File: config.mk
export PLATFORM = sky130hd
export DESIGN_NAME = rr_arbiter4
export DESIGN_NICKNAME = d
export VERILOG_FILES = /design/src/rtl/rr_arbiter4.sv
export SDC_FILE = /design/constraint.sdc
export NUM_CORES = 1
export LEC_CHECK = 0
export CELL_PAD_IN_SITES_DETAIL_PLACEMENT = 1
export CELL_PAD_IN_SITES_GLOBAL_PLACEMENT = 2
export CORE_UTILIZATION = 37
export DETAILED_ROUTE_END_ITERATION = 12
export PLACE_DENSITY = 0.92
export SETUP_SLACK_MARGIN = 0.15
export SLEW_MARGIN = 20
export SYNTH_ARGS = -nofsm -noshare
export SYNTH_HDL_FRONTEND = slang
export SYNTH_SLANG_ARGS = --single-unit
export TNS_END_PERCENT = 10
File: constraint.sdc
create_clock -name clk -period 4.3 [get_ports clk]
set_input_delay 0.43 -clock clk [delete_from_list [all_inputs] [get_ports clk]]
set_output_delay 0.43 -clock clk [all_outputs]
set_load 0.02 [all_outputs]
File: src/rtl/rr_arbiter4.sv
// Four-way round-robin arbiter with a registered one-hot grant and a mux select.
// An optional hold limit preempts an owner that keeps the resource while others wait.
module rr_arbiter4 #(
  parameter int MAX_HOLD = 16,
  parameter int CNT_W    = 8
) (
  input  logic       clk,
  input  logic       rst,
  input  logic [3:0] req,
  output logic [3:0] gnt,
  output logic [1:0] sel,
  output logic       busy,
  output logic       preempt
);

  typedef enum logic {
    IDLE,
    GRANT
  } state_t;

  localparam bit               HOLD_EN   = (MAX_HOLD != 0);
  localparam logic [CNT_W-1:0] HOLD_LAST = HOLD_EN ? CNT_W'(MAX_HOLD - 1) : '0;

  state_t           state_q, state_d;
  logic [3:0]       gnt_q, gnt_d;
  logic [1:0]       sel_q, sel_d;
  logic [1:0]       ptr_q, ptr_d;
  logic [CNT_W-1:0] cnt_q, cnt_d;
  logic             preempt_q, preempt_d;

  logic [1:0] owner;
  logic [1:0] next_ptr;
  logic [3:0] others;
  logic [1:0] pick_idle;
  logic [1:0] pick_next;

  // First set bit of r, scanning upward from p with wrap-around.
  function automatic logic [1:0] rr_pick(input logic [3:0] r, input logic [1:0] p);
    logic [1:0] idx;
    logic [1:0] win;
    logic       found;
    win   = p;
    found = 1'b0;
    for (int k = 0; k < 4; k++) begin
      idx = p + 2'(k);
      if (!found && r[idx]) begin
        win   = idx;
        found = 1'b1;
      end
    end
    return win;
  endfunction

  function automatic logic [3:0] onehot(input logic [1:0] i);
    return 4'b0001 << i;
  endfunction

  always_comb begin
    owner     = sel_q;
    next_ptr  = owner + 2'd1;
    others    = req & ~onehot(owner);
    pick_idle = rr_pick(req, ptr_q);
    // The owner sits at lowest priority once the pointer moves past it.
    pick_next = rr_pick(others, next_ptr);
  end

  always_comb begin
    state_d   = state_q;
    gnt_d     = gnt_q;
    sel_d     = sel_q;
    ptr_d     = ptr_q;
    cnt_d     = cnt_q;
    preempt_d = 1'b0;

    case (state_q)
      IDLE: begin
        if (|req) begin
          state_d = GRANT;
          sel_d   = pick_idle;
          gnt_d   = onehot(pick_idle);
          cnt_d   = '0;
        end
      end

      GRANT: begin
        if (!req[owner]) begin
          // Release wins over a coincident hold-limit expiry.
          ptr_d = next_ptr;
          cnt_d = '0;
          if (|others) begin
            sel_d = pick_next;
            gnt_d = onehot(pick_next);
          end else begin
            state_d = IDLE;
            gnt_d   = 4'b0000;
          end
        end else if (HOLD_EN && (cnt_q == HOLD_LAST) && (|others)) begin
          ptr_d     = next_ptr;
          sel_d     = pick_next;
          gnt_d     = onehot(pick_next);
          cnt_d     = '0;
          preempt_d = 1'b1;
        end else if (|others) begin
          if (HOLD_EN && (cnt_q != HOLD_LAST)) begin
            cnt_d = cnt_q + CNT_W'(1);
          end
        end else begin
          // A lone owner never accumulates hold time.
          cnt_d = '0;
        end
      end

      default: begin
        state_d = IDLE;
        gnt_d   = 4'b0000;
      end
    endcase
  end

  always_ff @(posedge clk or posedge rst) begin
    if (rst) begin
      state_q   <= IDLE;
      gnt_q     <= 4'b0000;
      sel_q     <= 2'b00;
      ptr_q     <= 2'b00;
      cnt_q     <= '0;
      preempt_q <= 1'b0;
    end else begin
      state_q   <= state_d;
      gnt_q     <= gnt_d;
      sel_q     <= sel_d;
      ptr_q     <= ptr_d;
      cnt_q     <= cnt_d;
      preempt_q <= preempt_d;
    end
  end

  assign gnt     = gnt_q;
  assign sel     = sel_q;
  assign busy    = (state_q == GRANT);
  assign preempt = preempt_q;

endmodule
==> impl_metrics.toml, run 1 <==
[route]
totalWireLength_mm = 3.15
routedWlPerCell_um = 15.7
via_count = 1122
ant_nets = 0
drtPass1Iterations = 3
drt_iter0_markers = 49
route.detailed.drc = 0
routed_via_density = 5.58

[setup_path]
path_buf_inv = 1
crit_type = "flip-flop to flip-flop"
cp_slowest_cell = "dfrtp_1"
worst_ep_required_time_ps = 4500
setup.worst_path.start_class = "flip-flop"
critPathMaxStageDelay_ps = 600
critical_path_arrival_ps = 2680
critPathMaxFanout = 12
cp_cell_sequence = "inv_1 > ha_1 > nand2b_2 > nand4_1 > nand3_1 > a31oi_4 > o211ai_2 > o21a_1"
cp-end-kind = "flip-flop"
cpLargestDelayFamily = "simple AND/OR/NAND/NOR gates"

[final_layout]
nets = 167
layout-drive-gt1-share_pct = 14.2
area_growth_pct = 13.6
fin_cells = 201
diodes = 0

[timing]
finalCriticalPeriod_ps = 2470
tns_ps = 0
slew_headroom_pct = 46.3
max_freq_ghz = 0.404
maxSlewViolCount = 0
hold_viol = 0
worst_pin_slew_ps = 802
final.setup_skew_ps = 4.76
setup_viol = 0
rsz0062_at_grt = "no"
final.period_utilization_pct = 57.5

[global_routing]
antenna_found_initial = 0
grt_start_max_net_pins = 19
grt_pass1_wl_mm = 5.09
grt_overflow_total = 0
first_global_vias = 1097
track_usage_pct = 18.1

[placement]
dp_hpwl_mm = 2.34
numPlacedInstances = 197
port_buffers = 13
gp_congestion = 0.809

[cts]
ctsHoldBuffers = 0
clockBufferDepth = 2
htree_levels = 1
postCtsSetupBuffers = 0
cts_sinks = 18
clock-root-buffer = "clkbuf_4"
clk_latency_ps = 300
clk_pin_slew_ps = 110
cts_buffers = 3
postCtsResizedCells = 0
cts_tree = "built"

[yosys]
synth_area_um2 = 1310
synth_cell_types = 50
yosysSeqAreaShare_pct = 34.3
synth_edf_count = 0
ys_dominant_reg_cell = "dfrtp_1"
synth-seq-cells = 18
synthCells = 144
syn_area_per_cell_um2 = 9.12
syn_nets = 155
synth-async-reset-ratio_pct = 100
yosysWarnings = 0

[job]
maxCapViolations = 0

[power_and_ir_drop]
power_leakage_nw = 0.593
ir_worst_vdd_uv = 243
p_per_area_nw_per_um2 = 654

[floorplanning]
die_w_um = 61.6
io_pins = 14
design.die.area_um2 = 3790
initial_core_util_pct = 39.1
die_h_um = 61.6
core_area_um2 = 3360
num_rows = 21

[min_path]
holdCritPathClass = "flip-flop to flip-flop"

[outcome]
status = "completed"
-- flip-flops by register name, indices dropped and copies added, names as in the netlist --
name	count
preempt	1
cnt_q	8
gnt	4
sel	2
ptr_q	2
busy	1
-- cell usage after synthesis, types with 2 or more instances --
cell type  count  area (µm²)
nor4_1         2        12.5
nor2b_1        7        43.8
mux2_2         2        22.5
ha_1           5        62.6
xor2_1         2        17.5
a21oi_1        3        15.0
o21ai_1        2        10.0
dfrtp_1       18         450
a31oi_1        4        25.0
buf_4          3        22.5
nand2_1       16        60.1
nand2b_2       2        17.5
inv_1          5        18.8
nand3_1        7        35.0
o21ai_0       14        70.1
or3_1          2        12.5
nor2_1        12        45.0
and3_1         2        12.5
nand2b_1       5        31.3
-- layout by cell type (no fill, tap or decap), types with 3 or more instances in the layout --
master	instances
a21oi_1	3
a31oi_1	4
nand2b_1	5
clkdlybuf4s50_1	13
ha_1	5
nor2_1	12
inv_1	5
dfrtp_1	18
o21ai_0	14
clkbuf_4	3
nand2_1	16
nor2b_1	7
nand3_1	7
-- metrics by stage --
| stage | utilization, % | hold WS (ps) | instance area (µm²) | setup WS (ps) | total power, W |
|---|---|---|---|---|---|
| global placement | 43.3 | 475 | 1460 | 1780 | 0.000854 |
| CTS | 44.4 | 516 | 1490 | 1820 | 0.000985 |
| floorplan | - | 369 | 1310 | 2160 | 0.000706 |
| global route | 44.4 | 534 | 1490 | 1710 | 0.00105 |
| finish | 44.4 | 514 | 1490 | 1830 | 0.000976 |
| detailed placement | 43.3 | 488 | 1460 | 1730 | 0.000872 |
-- layer usage --
metal	vias to the layer above	global-route usage [%]	wire length, µm	share of wire [%]
met1	557	24.3	1490	47
met4	0	3.81	24	0.76
met5	-	0	0	0
met2	10	30.0	1570	50
met3	4	4.20	68	2.2
li1	551	-	-	-
-- cells by family after synthesis --
| kind of cell | synth area share (%) |
|---|---|
| muxes | 3.43 |
| buffers and inverters | 4.86 |
| xor gates and xnor gates | 1.33 |
| AOI/OAI and AO/OA | 25.0 |
| DFF | 34.3 |
| and+or+nand+nor | 26.4 |
| adders and majority gates | 4.76 |
-- worst paths after layout --
kind | from | end | slack (ps) | cells after the start
min | cnt_q[7] | cnt_q[7] | 510 | 1
min reg2reg | cnt_q[7] | cnt_q[7] | 510 | 1
max | sel[0] | gnt[0] | 1830 | 8
min in group asynchronous | rst | cnt_q[3] | 530 | 2
max in group asynchronous | rst | ptr_q[0] | 3320 | 2
max reg2reg | sel[0] | gnt[0] | 1830 | 8
-- area by class of cell --
class,instances,area (µm²)
Tap cell,46,57.6
Timing Repair Buffer,13,130
Clock buffer,4,36.3
Sequential cell,18,450
Fill cell,425,1870
Multi-Input combinational cell,115,800
Inverter,5,18.8
-- report_power, final --
group	switching [W]	internal, W
registers	0.0000717	0.000223
clock network	0.0000588	0.0000517
logic	0.000313	0.000258
Power figures use the tool's default switching activity.
==> run 2, diff against run 1 <==
- CORE_UTILIZATION: 37 -> 34
- PLACE_DENSITY: 0.92 -> 0.86
- clock period: 4.3 -> 2.5 ns (I/O delays scaled with it)
==> impl_metrics.toml, run 2 (synthesis results as in run 1) <==
[global_routing]
grt_pass1_wl_mm = 5.66
grt_start_max_net_pins = 19
first_global_vias = 1207
antenna_found_initial = 0
grt_overflow_total = 0
track_usage_pct = 17.4

[route]
drt_iter0_markers = 40
ant_nets = 0
routedWlPerCell_um = 15.8
via_count = 1144
route.detailed.drc = 0
totalWireLength_mm = 3.29
drtPass1Iterations = 4
routed_via_density = 5.50

[final_layout]
nets = 172
final_common_cell = "dfrtp_1"
top_register = "cnt_q"
layout-drive-gt1-share_pct = 16.9
diodes = 0
layout_common_cells = "dfrtp_1, nand2_1, o21ai_0, clkdlybuf4s50_1, nor2_1"
area_growth_pct = 18.1
largest_reg_flops = 8
final_core_util_pct = 42.1

[setup_path]
r2r_start = "sel[1]"
critical_path_arrival_ps = 2230
cp-end-kind = "flip-flop"
critPathMaxFanout = 6
cpLargestDelayFamily = "compound AO/OA/AOI/OAI gates"
cp_cell_sequence = "inv_1 > ha_1 > nand2b_2 > nor2b_1 > o311ai_1 > o311ai_2 > nand3_1 > o311ai_0"
worstRegToRegCells = 8
regToRegSetupSlack_ps = 360
setup.worst_path.start_class = "flip-flop"
cp_slowest_cell = "dfrtp_1"
critPathMaxStageDelay_ps = 490
r2r-end = "sel[1]"
worst_ep_required_time_ps = 2590
crit_type = "flip-flop to flip-flop"
path_buf_inv = 1

[cts]
ctsHoldBuffers = 0
postCtsSetupBuffers = 0
clockBufferDepth = 2
postCtsResizedCells = 0
cts_tree = "built"
htree_levels = 1
cts_sinks = 18
clk_latency_ps = 250
clock-root-buffer = "clkbuf_8"
cts_buffers = 3
clk_pin_slew_ps = 70

[min_path]
holdCritPathClass = "primary input to asynchronous set/reset pin"

[timing]
maxSlewViolCount = 0
worst_pin_slew_ps = 715
max_freq_ghz = 0.467
final.setup_skew_ps = 3.34
slew_headroom_pct = 52.3
tns_ps = 0
setup_viol = 0
final.period_utilization_pct = 85.6
rsz0062_at_grt = "no"
finalCriticalPeriod_ps = 2140
hold_viol = 0

[floorplanning]
die_h_um = 64.2
num_rows = 22
core_area_um2 = 3690
die_w_um = 64.2
io_pins = 14
design.die.area_um2 = 4120
initial_core_util_pct = 35.6

[placement]
dp_hpwl_mm = 2.52
port_buffers = 13
gp_congestion = 0.919

[outcome]
status = "completed"

[power_and_ir_drop]
ir_worst_vdd_uv = 325
power_leakage_nw = 0.625
p_per_area_nw_per_um2 = 1140

[job]
maxCapViolations = 0
[run 2: cell types whose count changed in the layout (fill, tap and decap cells not counted)]
cell / change
buf_4: +5
clkbuf_4: -3
clkbuf_8: +3
[run 2: cell type report]
cell class | count | area, µm²
inverter | 5 | 18.8
timing repair buffer | 18 | 168
clock buffer | 4 | 55.1
sequential | 18 | 450
tap | 48 | 60.1
multi-input combinational | 115 | 800
fill | 438 | 2140
[run 2: report_power, final]
group / internal, W / leakage, nW / switching, W
clock network: 0.000140 / 0.0288 / 0.000101
registers: 0.000384 / 0.229 / 0.000104
logic: 0.000463 / 0.367 / 0.000574
[run 2: metrics by stage]
step / setup WS [ps] / instance area (µm²) / instances / total power, W / hold slack [ps]
finish: 359 / 1550 / 208 / 0.00177 / 406
floorplan: 359 / 1310 / 144 / 0.00121 / 189
global route: 170 / 1550 / 208 / 0.00191 / 469
global placement: 317 / 1500 / 204 / 0.00149 / 477
detailed placement: 206 / 1500 / 204 / 0.00153 / 491
CTS: 325 / 1550 / 208 / 0.00178 / 432
[run 2: how the worst max path moves through the flow]
stage / from / end / depth (start not counted)
2_1_floorplan: sel[0] / gnt[0] / 9
3_3_place_gp: req[0] / gnt[0] / 5
3_5_place_dp: req[0] / sel[1] / 6
4_1_cts: sel[1] / sel[1] / 8
5_1_grt: sel[0] / gnt[1] / 8
6_report: sel[1] / sel[1] / 8
[run 2: worst register-to-register path, stage by stage, from the launching register on]
cell and delay, ps:
dfrtp_1 490, inv_1 100, ha_1 220, nand2b_2 200, nor2b_1 140, o311ai_1 320
o311ai_2 240, nand3_1 130, o311ai_0 150
[run 2: per-layer routing]
metal | part of all wire, % | global-route usage [%]
met1 | 48 | 21.2
met2 | 51 | 32.6
met3 | 1.7 | 3.21
met4 | 0 | 1.67
met5 | 0 | 0
==> run 3, diff against run 2 <==
- clock period: 2.5 -> 2.39 ns (I/O delays scaled with it)
==> impl_metrics.toml, run 3 (synthesis results as in run 1) <==
[setup_path]
cp_slowest_cell = "dfrtp_2"
cp_cell_sequence = "ha_1 > nand2b_1 > a211o_1 > o311ai_2 > buf_4 > nand2b_1 > a31oi_1"
cpLargestDelayFamily = "compound AO/OA/AOI/OAI gates"
critPathMaxStageDelay_ps = 460
worst_ep_required_time_ps = 2560
critPathMaxFanout = 6
cp-end-kind = "flip-flop"
setup.worst_path.start_class = "flip-flop"
crit_type = "flip-flop to flip-flop"
path_buf_inv = 1
critical_path_arrival_ps = 2310
cp_common_cell = "nand2b_1"

[floorplanning]
die_h_um = 64.2
design.die.area_um2 = 4120
core_area_um2 = 3690
die_w_um = 64.2
num_rows = 22
initial_core_util_pct = 35.6
io_pins = 14

[cts]
cts_tree = "built"
clock-root-buffer = "clkbuf_8"
ctsHoldBuffers = 0
clockBufferDepth = 2
cts_sinks = 18
htree_levels = 1
clk_latency_ps = 250
clk_pin_slew_ps = 70
cts_buffers = 3

[power_and_ir_drop]
p_per_area_nw_per_um2 = 1220
power_leakage_nw = 0.638
ir_worst_vdd_uv = 289
comb_power_share_pct = 60.2
pwr-share-clk_pct = 13.0
pwr-share-seq_pct = 26.9
internal-power_w = 0.00108
p_switching_w = 0.000865
power_switching_share_pct = 44.6

[final_layout]
layout_common_cells = "nand2_1, dfrtp_1, o21ai_0, clkdlybuf4s50_1, nor2_1"
nets = 175
final_area_um2 = 1580
fin_cells = 211
top_register = "cnt_q"
largest_reg_flops = 8
multi_input_area_um2 = 807
diodes = 0
area_growth_pct = 20.6
nFillCells = 447
final-seq-area_um2 = 453
layout-drive-gt1-share_pct = 19.6

[timing]
final.setup_skew_ps = 3.49
maxSlewViolCount = 0
tns_ps = 0
hold_viol = 0
final.period_utilization_pct = 89.7
finalCriticalPeriod_ps = 2140
setup_viol = 0
final.setup.worst_slack_ps = 246
rsz0062_at_grt = "yes"
slew_headroom_pct = 51.6
worst_pin_slew_ps = 725
max_freq_ghz = 0.466

[global_routing]
grt_start_max_net_pins = 19
grt_overflow_total = 0
grt_pass1_wl_mm = 6.24
first_global_vias = 1318
antenna_found_initial = 0
track_usage_pct = 19.3

[route]
drtPass1Iterations = 4
routed_via_density = 5.56
routedWlPerCell_um = 17.0
totalWireLength_mm = 3.60
via_count = 1174
drt_iter0_markers = 49
ant_nets = 0
route.detailed.drc = 0

[placement]
pre_cts_ws_ps = 186
port_buffers = 13
dpl_cell_area_um2 = 1500
numPlacedInstances = 205
gp_congestion = 1.03
dp_hpwl_mm = 2.64

[outcome]
status = "completed"

[min_path]
holdCritPathClass = "primary input to asynchronous set/reset pin"

[job]
maxCapViolations = 0
[run 3: cell types whose count changed in the layout (fill, tap and decap cells not counted)]
cell       delta
buf_4         +3
dfrtp_1       -2
dfrtp_2       +2
a2111oi_0     -1
a2111oi_1     +1
nor3_2        -1
nor3_4        +1
[run 3: worst register-to-register path, delay by kind of cell, from the launching register on]
family,cells,cell delay (ps)
adder cells (fa/ha/maj),1,200
AO/OA/AOI/OAI,3,930
buffers and inverters,1,200
AND/OR/NAND/NOR,2,270
flip-flops,1,460
[run 3: power by group through the flow]
stage	clock [W]	combinational [W]	sequential (W)
floorplan	0	0.000716	0.000553
global placement	0	0.00104	0.000518
detailed placement	0	0.00109	0.000526
CTS	0.000260	0.00109	0.000521
global route	0.000275	0.00129	0.000538
finish	0.000252	0.00117	0.000521
[run 3: final cells by class]
type,count,area share [%]
clock buffer,4,3.48
tap,48,3.79
sequential,18,28.6
timing repair buffer,21,12.0
multi-input combinational,115,50.9
inverter,5,1.18
[run 3: worst paths after layout]
check	to	depth (start not counted)	slack (ps)	from
max	gnt[2]	7	250	sel[1]
max reg2reg	gnt[2]	7	250	sel[1]
max in group asynchronous	sel[0]	2	1480	rst
min in group clk	cnt_q[7]	1	490	cnt_q[7]
min reg2reg	cnt_q[7]	1	490	cnt_q[7]
min	cnt_q[3]	2	400	rst
[run 3: metrics by stage]
step	total power (W)	utilization (%)	hold WS [ps]
after floorplan	0.00127	-	178
after global placement	0.00156	40.8	469
after detailed placement	0.00162	40.8	485
after CTS	0.00187	42.3	435
after global routing	0.00210	42.9	467
final	0.00194	42.9	404
[run 3: what timing repair did]
item / CTS / global route
endpoints found under the setup margin: 0 / 8
buffers inserted: 0 / 2
resized for setup: 0 / 4
[run 3: layer usage]
metal,GRT usage [%],vias up,routed length (µm)
met5,0,-,0
met4,4.17,0,27
met3,2.86,2,47
met2,34.8,10,1890
met1,24.0,598,1630
li1,-,564,-
==> variant (config.mk and constraints of run 2) <==
Reset style: synchronous (`rst`), changed in one clocked block.
--- a/src/rtl/rr_arbiter4.sv
+++ b/src/rtl/rr_arbiter4.sv
@@ -117,7 +117,7 @@
     endcase
   end
 
-  always_ff @(posedge clk or posedge rst) begin
+  always_ff @(posedge clk) begin
     if (rst) begin
       state_q   <= IDLE;
       gnt_q     <= 4'b0000;
Formal check against the unedited RTL: differs if rst is asserted again (counterexample within 4 cycles, from zero or initial values and one cycle with rst high); with rst held inactive, the same outputs for 10 cycles.
==> variant against run 2 <==
Worst setup slack worse by 0.19 ns. Design area up 3.4%. Wire length up 12%. Sequential cell count did not move. Global-route usage grew 3.1 points. Area after synthesis down 2.3%. Worst hold slack gained 0.10 ns.
Power is not compared: it rests on default switching activity, and its combinational part moved more than twofold at a synthesized area within 25%.
==> variant: results (changes against run 2) <==
Status: finished clean
Synth top area cells: dfxtp_1, ha_1, nor2_1
Setup Skew: 0.00846 ns (+0.00511 ns)
Worst EP arrival: 2.50 ns (+0.27 ns)
Critical path peak fanout: 7 (+1)
Input/output buffers: 13 (unchanged)
Synth warn: 0 (unchanged)
DP Worst Slack: 0.0123 ns (-0.193 ns)
Fin crit share: 93.4% (+7.8 points)
Cells after DPL: 222 (+8.8%)
Initial antenna violation count: 0 (unchanged)
Netlist cell types: 52 (+4.0%)
Syn nets: 172 (+11%)
Worst hold path type: flop to flop
Synth cell count leaders: dfxtp_1, nor2_1, nand2_1
Placed cell areas: 1500 µm² (+0.42%)
Vias in the first global route: 1,327 (+9.9%)
Syn Area/Cell: 7.97 µm² (-13%)
Ys async rst share: 0% (-100 points)
Reg2reg setup slack: 0.17 ns (-0.19 ns)
Slew margin rel.: 65.4% (+13 points)
DR iter-0 viols: 38 (-5.0%)
Hpwl dp: 2820 µm (+12%)
Hold Slack: 0.509 ns (+0.103 ns)
Seq/Total Area, Yosys: 28.1% (-6.2 points)
Nets: 195 (+13%)
Clk pwr share: 23.8%
GP Congestion: 0.858 (-6.6%)
Clock root buffer: clkbuf_8
Net Sw Power: 366 µW
Largest net degree at the start of global routing: 12 (-7)
Total global-route track usage: 20.5% (+3.1 points)
Share of layout cells above drive strength 1: 16.4% (-0.48 points)
Final Non-Filler Cells: 229 (+10%)
Avg WL per Cell: 16.0 µm (+1.3%)
Routed vias/inst: 5.66 (+3.0%)
First-pass GRT wire length: 6470 µm (+14%)
Clk pin slew, worst setup/hold paths: 0.08 ns
First-pass detailed-route iteration total: 4 (unchanged)
==> variant: final cells by class <==
class,count,area (µm²)
fillers,450,1860
multi-input cells,126,865
flip-flops and latches,18,362
repair buffers,27,235
well taps,46,57.6
clock buffers,4,55.1
inverters,8,30.0
==> variant: routing by layer <==
layer  global-route usage (%)  up-vias  share of wire [%]  routed length [µm]
li1                         -      639                  -                   -
met1                     28.0      632                 51                1870
met2                     33.6       24                 46                1680
met3                     4.17        2                3.0                 110
met4                     2.84        0               0.46                  17
met5                        0        -                  0                   0
==> variant: final timing paths <==
path,from,end,depth (start not counted)
setup / recovery,sel[1]$_SDFFE_PP0P_,gnt[1]$_SDFFE_PP0P_,9
hold / removal,gnt[3]$_SDFFE_PP0P_,gnt[3]$_SDFFE_PP0P_,2
setup reg to reg,sel[1]$_SDFFE_PP0P_,gnt[1]$_SDFFE_PP0P_,9
hold reg to reg,gnt[3]$_SDFFE_PP0P_,gnt[3]$_SDFFE_PP0P_,2
==> variant: kinds of logic (layout without fill, tap and decap cells) <==
family                   after synthesis  in the layout  share of synthesized area (%)
multiplexers                           5              5                           4.97
buffers and inverters                 17             39                           6.43
flip-flops                            18             18                           28.1
AO/OA/AOI/OAI                         47             47                           24.8
adder cells (fa/ha/maj)                5              5                           4.87
AND/OR/NAND/NOR                       69             69                           30.9
==> variant: critical path, stage by stage, from the launching register on <==
cell      delay [ns]
dfxtp_1         0.38
inv_1           0.08
ha_2            0.34
buf_4           0.16
or3_1           0.37
a31oi_1         0.23
o22ai_2         0.12
buf_4           0.15
nand3b_1        0.14
a311oi_1        0.26
==> variant: what timing repair did <==
action / 4_1_cts / 5_1_grt
gates resized for setup: 1 / 4
pin swaps: 0 / 2
hold buffers: 0 / 0
setup buffers: 0 / 3
endpoints found under the setup margin: 5 / 12
